[config.mk]
export PLATFORM = sky130hd
export DESIGN_NAME = position_writeback_controller_flat
export DESIGN_NICKNAME = d
export VERILOG_FILES = /design/src/rtl/position_writeback_if.sv /design/src/rtl/position_writeback_controller.sv /design/src/flat_wrapper.sv
export SDC_FILE = /design/constraint.sdc
export NUM_CORES = 1
export LEC_CHECK = 0
export BUFFER_PORTS_ARGS = -buffer_cell sky130_fd_sc_hd__buf_2
export CAP_MARGIN = 10
export CORE_MARGIN = 2
export CORE_UTILIZATION = 40
export DETAILED_ROUTE_END_ITERATION = 7
export PLACE_DENSITY = 0.67
export SLEW_MARGIN = 20
export SYNTH_ARGS = -nofsm -noshare
export SYNTH_HDL_FRONTEND = slang
export SYNTH_SLANG_ARGS = --single-unit
export TNS_END_PERCENT = 100
[constraint.sdc]
create_clock -name clk -period 5 [get_ports clk]
set_input_delay 0.75 -clock clk [delete_from_list [all_inputs] [get_ports clk]]
set_output_delay 0.75 -clock clk [all_outputs]
set_load 0.05 [all_outputs]
[src/rtl/position_writeback_if.sv]
// Stream-in / memory-write bundle for the position write-back controller.
// The controller takes the slave side; the upstream pipeline and memory model take the master side.
interface position_writeback_if #(
    parameter int DWIDTH = 96
);
    logic              in_valid;
    logic [DWIDTH-1:0] in_data;
    logic              in_last;
    logic              in_ready;
    logic [31:0]       waddr;
    logic [DWIDTH-1:0] wdata;
    logic              we;

    modport master (
        output in_valid, in_data, in_last,
        input  in_ready, waddr, wdata, we
    );

    modport slave (
        input  in_valid, in_data, in_last,
        output in_ready, waddr, wdata, we
    );
endinterface

[src/rtl/position_writeback_controller.sv]
// Writes one pass of updated positions into the inactive bank, then flips the bank select.
// Optional POSWB_ZERO_FILL_EN: an early in_last zero-fills the rest of the bank before the swap.
module position_writeback_controller #(
    parameter int DBSIZE = 256,
    parameter int DWIDTH = 96
) (
    input  logic                 clk,
    input  logic                 rst,
    input  logic                 start,
    position_writeback_if.slave  bus,
    output logic                 double_buffer,
    output logic                 busy,
    output logic                 done
);
    localparam int CW = $clog2(DBSIZE) + 1;
    localparam logic [CW-1:0] LAST_CNT = CW'(DBSIZE - 1);

`ifdef POSWB_ZERO_FILL_EN
    typedef enum logic [1:0] {IDLE, WRITE, FILL, SWAP} state_t;
`else
    typedef enum logic [1:0] {IDLE, WRITE, SWAP} state_t;
`endif

    state_t          state;
    logic [CW-1:0]   count;
    logic [31:0]     base;
    logic [31:0]     addr;
    logic            accept;

    // Writes always target the bank the readers are not using.
    assign base     = double_buffer ? 32'd0 : DBSIZE[31:0];
    assign addr     = base + 32'(count);
    assign bus.in_ready = (state == WRITE);
    assign accept   = bus.in_valid & bus.in_ready;
    assign busy     = (state != IDLE);

`ifndef POSWB_ZERO_FILL_EN
    logic in_last_unused;
    assign in_last_unused = bus.in_last;
`endif

    always_ff @(posedge clk or posedge rst) begin
        if (rst) begin
            state         <= IDLE;
            count         <= '0;
            double_buffer <= 1'b0;
            bus.we        <= 1'b0;
            bus.waddr     <= '0;
            bus.wdata     <= '0;
            done          <= 1'b0;
        end else begin
            bus.we <= 1'b0;
            done   <= 1'b0;
            case (state)
                IDLE: begin
                    if (start) begin
                        state <= WRITE;
                        count <= '0;
                    end
                end
                WRITE: begin
                    if (accept) begin
                        bus.we    <= 1'b1;
                        bus.waddr <= addr;
                        bus.wdata <= bus.in_data;
                        count     <= count + 1'b1;
                        if (count == LAST_CNT) begin
                            state <= SWAP;
                        end
`ifdef POSWB_ZERO_FILL_EN
                        else if (bus.in_last) begin
                            state <= FILL;
                        end
`endif
                    end
                end
`ifdef POSWB_ZERO_FILL_EN
                FILL: begin
                    bus.we    <= 1'b1;
                    bus.waddr <= addr;
                    bus.wdata <= '0;
                    count     <= count + 1'b1;
                    if (count == LAST_CNT) begin
                        state <= SWAP;
                    end
                end
`endif
                SWAP: begin
                    // Final write is on the bus this cycle; readers see the flip only afterwards.
                    double_buffer <= ~double_buffer;
                    done          <= 1'b1;
                    state         <= IDLE;
                end
                default: state <= IDLE;
            endcase
        end
    end
endmodule
[src/flat_wrapper.sv]
// flat-port wrapper written by rule: the top's interface ports become plain ports
module position_writeback_controller_flat 
#(
    parameter int DBSIZE = 256,
    parameter int DWIDTH = 96
)
  (clk, rst, start, double_buffer, busy, done, bus_in_valid, bus_in_data, bus_in_last, bus_in_ready, bus_waddr, bus_wdata, bus_we);
  position_writeback_if #(.DWIDTH(DWIDTH)) bus_i ();
  input  logic clk;
  input  logic rst;
  input  logic start;
  output logic double_buffer;
  output logic busy;
  output logic done;
  input wire logic [$bits(bus_i.in_valid)-1:0] bus_in_valid;
  input wire logic [$bits(bus_i.in_data)-1:0] bus_in_data;
  input wire logic [$bits(bus_i.in_last)-1:0] bus_in_last;
  output wire logic [$bits(bus_i.in_ready)-1:0] bus_in_ready;
  output wire logic [$bits(bus_i.waddr)-1:0] bus_waddr;
  output wire logic [$bits(bus_i.wdata)-1:0] bus_wdata;
  output wire logic [$bits(bus_i.we)-1:0] bus_we;
  assign bus_i.in_valid = bus_in_valid;
  assign bus_i.in_data = bus_in_data;
  assign bus_i.in_last = bus_in_last;
  assign bus_in_ready = bus_i.in_ready;
  assign bus_waddr = bus_i.waddr;
  assign bus_wdata = bus_i.wdata;
  assign bus_we = bus_i.we;
  position_writeback_controller #(.DBSIZE(DBSIZE), .DWIDTH(DWIDTH)) u_core (.clk(clk), .rst(rst), .start(start), .bus(bus_i), .double_buffer(double_buffer), .busy(busy), .done(done));
endmodule
Yosys cells after proc, flatten, opt, wreduce, memory -nomap -nowiden
Index checks and enable logic that the tools add are counted.
- output and inout bits: 133
- input port bits: 101
- register bits after elaboration: 142
- logic and storage cells: 34
- reduce and logical (&&, ||, !) cells: 6
- bitwise gates (word level): 2
- equal/unequal tests: 6
- add/sub/neg operators: 2
- mux-type cells: 11
- operator list (kind ; number):
    32-bit by 9-bit adder with 32-bit output ; 1
    9-bit 2-to-1 mux ; 3
    9-bit case mux with 2 select lines ; 1
    9-bit by 1-bit adder with 9-bit output, second input constant ; 1
    9-bit by 8-bit equality test with 1-bit output, second input constant ; 1
    2-bit 2-to-1 mux ; 3
    2-bit inequality test, second input constant ; 3
    3-bit AND reduction ; 2
    2-bit case mux with 2 select lines ; 1
    2-bit nonzero test ; 2
    1-bit 2-to-1 mux ; 3
    2-bit by 1-bit equality test with 1-bit output, second input constant ; 1
    2-bit equality test, second input constant ; 1
    2-bit zero test ; 1
    2-bit AND reduction ; 1
    1-bit bitwise AND ; 1
    1-bit inverter ; 1

Depth between registers and ports, before layout
- word-level depth: 4
- gate-level depth with buffers: 6

Worst setup path before layout
No wires, ideal clock.
- path type: reg2out
- start: register u_core.state[0]
- end: output port bus_in_ready
- path buffers: 0
- path slack: 3.090 ns
- data arrival time: 1.160 ns
- data required time: 4.250 ns
- cell stages (with the launch flop): 2
- path through: dfrtp_1 -> nor2b_1
- longest elaborated chain between the ends: 1
- ends and longest elaborated chain (item ; RTL line ; text):
    start: declaration ; position_writeback_controller.sv:24 ; state_t state;
    start signal: assignment ; position_writeback_controller.sv:44 ; state <= IDLE;
    start signal: assignment ; position_writeback_controller.sv:57 ; state <= WRITE;
    start signal: assignment ; position_writeback_controller.sv:68 ; state <= SWAP;
    2-bit by 1-bit equality test with 1-bit output ; position_writeback_controller.sv:33 ; assign bus.in_ready = (state == WRITE);
    end: declaration ; flat_wrapper.sv:18 ; output wire logic [$bits(bus_i.in_ready)-1:0] bus_in_ready;
Every way passes these cells.

Worst setup path in the final report
- start: register u_core.state[1]
- end: register u_core.bus.wdata[12]
- longest elaborated chain between the ends: 3
- ends and longest elaborated chain (item ; RTL line ; text):
    2-bit by 1-bit equality test with 1-bit output * ; position_writeback_controller.sv:33, position_writeback_controller.sv:54 ;
    1-bit bitwise AND ; position_writeback_controller.sv:34 ; assign accept = bus.in_valid & bus.in_ready;
    2-bit AND reduction (no source line) * ; - ;
    end signal: assignment ; position_writeback_controller.sv:65 ; bus.wdata <= bus.in_data;
    end: declaration ; position_writeback_if.sv:21 ; output in_ready, waddr, wdata, we
Mark *: on every way between the ends. The rest lies on a longest branch, timed or not.
A chain may end at the register's enable or synchronous reset.

==> results <==
- The run finished with clean final reports.
- The initial antenna violation count came to 0.
- The number of max-cap violations is 0.
- The count of nets after finishing is 841.
- The number of buffers created by CTS is 17.
- The largest clock skew in the final design is 0.00927 ns.
- The post-synthesis average cell area is 9.00 sq um.
- Of the total synthesized cell area, the portion taken by full adders, half adders and majority gates is 0.00786.
- Power comes to 0.00309 W.
- The share of cell area taken by muxes after synthesis is 0.00236.
- The estimated wirelength of the detail-placed design is 7810 microns.
- Data on the critical path is required at its endpoint by 5.28 ns.
- STA puts the critical path data arrival time at 2.73 ns.
- Clock tree synthesis found a total of 120 sinks.
- For this design, the CTS-stage hold fixing added 0 buffers.
- After synthesis the cells add up to 4780 sq um.
- The fraction of layout cells with a size suffix above 1 is 0.332.
- The final routed wire length divided by cell count is 12.6 microns.
- The share of the Yosys chip area taken by registers is 0.629.
- The count of instances resized after the clock tree is built is 0.
- The power density over cell area is 476 nW/um^2.
- The repair_antennas step left the layout with diodes totalling 0.
- The worst setup path is captured at a flop.
- After synthesis, the largest family of logic cells by area is simple AND/OR/NAND/NOR gates.
- Setup repair after global routing left no endpoint under its margin.
- The top fanout value on the critical path is 73.
- Once layout is done, the placed cells without fillers occupy 6490 sq um.
- The critical path goes through nand3b_4 > clkinv_2 > buf_12 > nand2_1 > nand2_1.
- The number of synthesized register bits is 120.
- After synthesis, the share of flip-flops with an asynchronous set or reset is 1.00.
- Synthesis instantiated 32 different standard cells from the library.
- The top achievable clock speed is 0.409 GHz.
- For this run the aggregate overflow at the end of global routing stands at 0.
- The synthesized instance count is 531.
- Once placement finished, the instance area stood at 5860 sq um.
- Of the total synthesized cell area, the portion taken by AND, OR, NAND and NOR gates is 0.276.
- The share of the synthesized area in the top cell type is 0.629.
- The initial detailed-routing violation count is 255.
- The most frequent cell after synthesis is nand2_1.
- Of the total synthesized cell area, the portion taken by XOR and XNOR cells is 0.00367.
- The worst min-delay path category is flop to flop.
- The filler cells instantiated in the layout total 1012.
- The pre-antenna-repair detailed-routing pass consisted of 4 iterations.
- The initial utilization of the core area, before any placement, comes to 0.415.
- The number of levels the H-tree was split into is 4.
- The compound-cell area share of the yosys netlist came to 0.0186.
- Using the TritonRoute via totals, the vias-per-cell ratio works out to 4.57.
- By count the netlist is led by nand2_1, dfrtp_1, buf_4.
- The cell type contributing the most total cell area after synthesis is dfrtp_1.
- Across every metal layer, demand over resource in global routing totals 0.182.
- The residual DRC count is 0.
- Summing over every cut layer, the via total after detailed routing is 4080.
- Entering global routing, the biggest net connects 87 pins.
- The transition at the pin with the smallest max-transition slack is 0.886 ns.
- The final count of hold timing violations is 0.
- For this design the top-level I/O count stands at 234.
- The number of global-route vias before repair was 4027.
- The delay of the slowest cell on the worst path is 0.65 ns.
- The die outline width is 113 microns.
- Counting flops with a built-in enable in the synthesized netlist gives 0.
- Headroom to the max-slew limit came out at 0.408.
- The number of buffers on the longest clock path is 2.
- The number of placement rows is 39.
- The number of placed instances with taps included is 861.
- The critical path's most frequent cell is nand2_1.
- The clock transition at the register clock pins on the worst setup and hold paths after CTS is 0.05 ns.
- The cell family contributing the most delay on the critical path is buffers and inverters.
- The count of input and output buffers is 210.
- Setup violations remaining at the end of the flow were counted as 0.
- The core footprint is 11500 sq um.
- The most used flip-flop cell after synthesis is dfrtp_1.
- In the post-synthesis netlist, the biggest area contributors are dfrtp_1, nand2_1, buf_4, clkbuf_1, buf_2.
- The number of buffers and inverters on the critical path is 2.
- The later-pin clock latency in the skew report is 0.40 ns.
- At the end of routability-driven placement, the weighted congestion stood at 0.749.
- The leakage power summed over all cells is 3.74 nW.
- The warning count from the yosys run is 0.
- The worst setup path category is flop to flop.
- The slowest stage of the critical path is the clkinv_2 cell.
- The total setup buffers inserted after CTS is 0.
- The category of the worst setup path launch point is a flop.
- Once layout is complete, the utilization of the core stands at 0.563.
- Leaving out filler cells and counting taps, the final layout contains 893.
- Wires add up to 11300 microns.
- The detail route stage leaves a number of antenna-violating nets equal to 0.
- TritonCTS built the clock tree.
- The worst-case IR drop observed on VDD is 0.226 mV.
- The final-report max-slew violation count was 0.
- The minimum period implied by the final worst setup slack is 2.45 ns.
- Compared with the post-synthesis result, the final layout area differs by 35.8%.
- The clock tree root driver cell is clkbuf_16.
- The first-pass GRT wire length is 18700 microns.
- In the finished design, the share of the clock period the worst path needs comes to 0.490.
- Measured along the y axis, the die boundary spans 113 microns.
- The die covers 12800 sq um.
- The aggregate negative setup slack is 0 ns.
## sequential cells by signal, indices dropped and copies added, names as in the netlist
register              cells
u_core.bus.wdata         96
u_core.bus.waddr         10
u_core.count              9
u_core.double_buffer      1
u_core.state              2
u_core.done               1
u_core.bus.we             1
## cells by family after synthesis
kind of cell,after synthesis
buffers and inverters,52
muxes,1
DFF,120
and+or+nand+nor,338
other,1
xor gates and xnor gates,2
AOI/OAI and AO/OA,14
adders and majority gates,3
## cell type report
| class | count | area [sq um] | area share |
|---|---|---|---|
| Clock buffer | 22 | 484 | 0.0747 |
| Clock inverter | 10 | 143 | 0.0220 |
| Inverter | 5 | 25.0 | 0.00386 |
| Multi-Input combinational cell | 380 | 1570 | 0.242 |
| Sequential cell | 120 | 3000 | 0.463 |
| Tap cell | 143 | 179 | 0.0276 |
| Timing Repair Buffer | 213 | 1090 | 0.167 |
## final timing paths
check                                startpoint                    to  slack [ns]  depth (start not counted)
max                             u_core.state[1]  u_core.bus.wdata[12]        2.55                          5
min                        u_core.bus.wdata[45]  u_core.bus.wdata[45]        0.47                          2
max reg2reg                     u_core.state[1]  u_core.bus.wdata[12]        2.55                          5
min reg2reg                u_core.bus.wdata[45]  u_core.bus.wdata[45]        0.47                          2
max in group asynchronous                   rst  u_core.bus.wdata[28]        3.57                          3
min in group asynchronous                   rst  u_core.bus.wdata[88]        0.50                          2
## worst register-to-register path, delay by kind of cell, from the launching register on
kind,cells,cell delay (ns)
DFF,1,0.43
and+or+nand+nor,3,0.86
buffers and inverters,2,1.06
## metrics by stage
step / hold slack [ns] / setup WS [ns]
global route: 0.485 / 2.30
floorplan: 0.475 / 1.06
finish: 0.466 / 2.55
global placement: 0.453 / 2.27
CTS: 0.471 / 2.57
detailed placement: 0.457 / 2.25
## per-layer routing
layer  GRT usage  vias to the layer above  part of all wire
li1            -                     1994                 -
met1       0.224                     1895              0.43
met2       0.297                      176              0.49
met3      0.0552                       15             0.073
met4      0.0772                        0             0.015
met5           0                        -                 0
## cell usage in the layout (no fill, tap or decap), drive strengths merged, types with 4 or more instances in the layout
master	count
clkinvlp	4
a21oi	5
dfrtp	120
conb	22
clkinv	4
clkbuf	22
inv	4
buf	213
nand2	318
## where the power goes
group	switching (W)	internal (W)	total [W]	leakage [nW]
registers	0.0000730	0.00108	0.00116	1.48
clock network	0.000422	0.000838	0.00126	0.295
logic	0.000524	0.000146	0.000671	1.97
total	0.00102	0.00207	0.00309	3.74
Note: power is estimated with default switching activity, not from simulation.
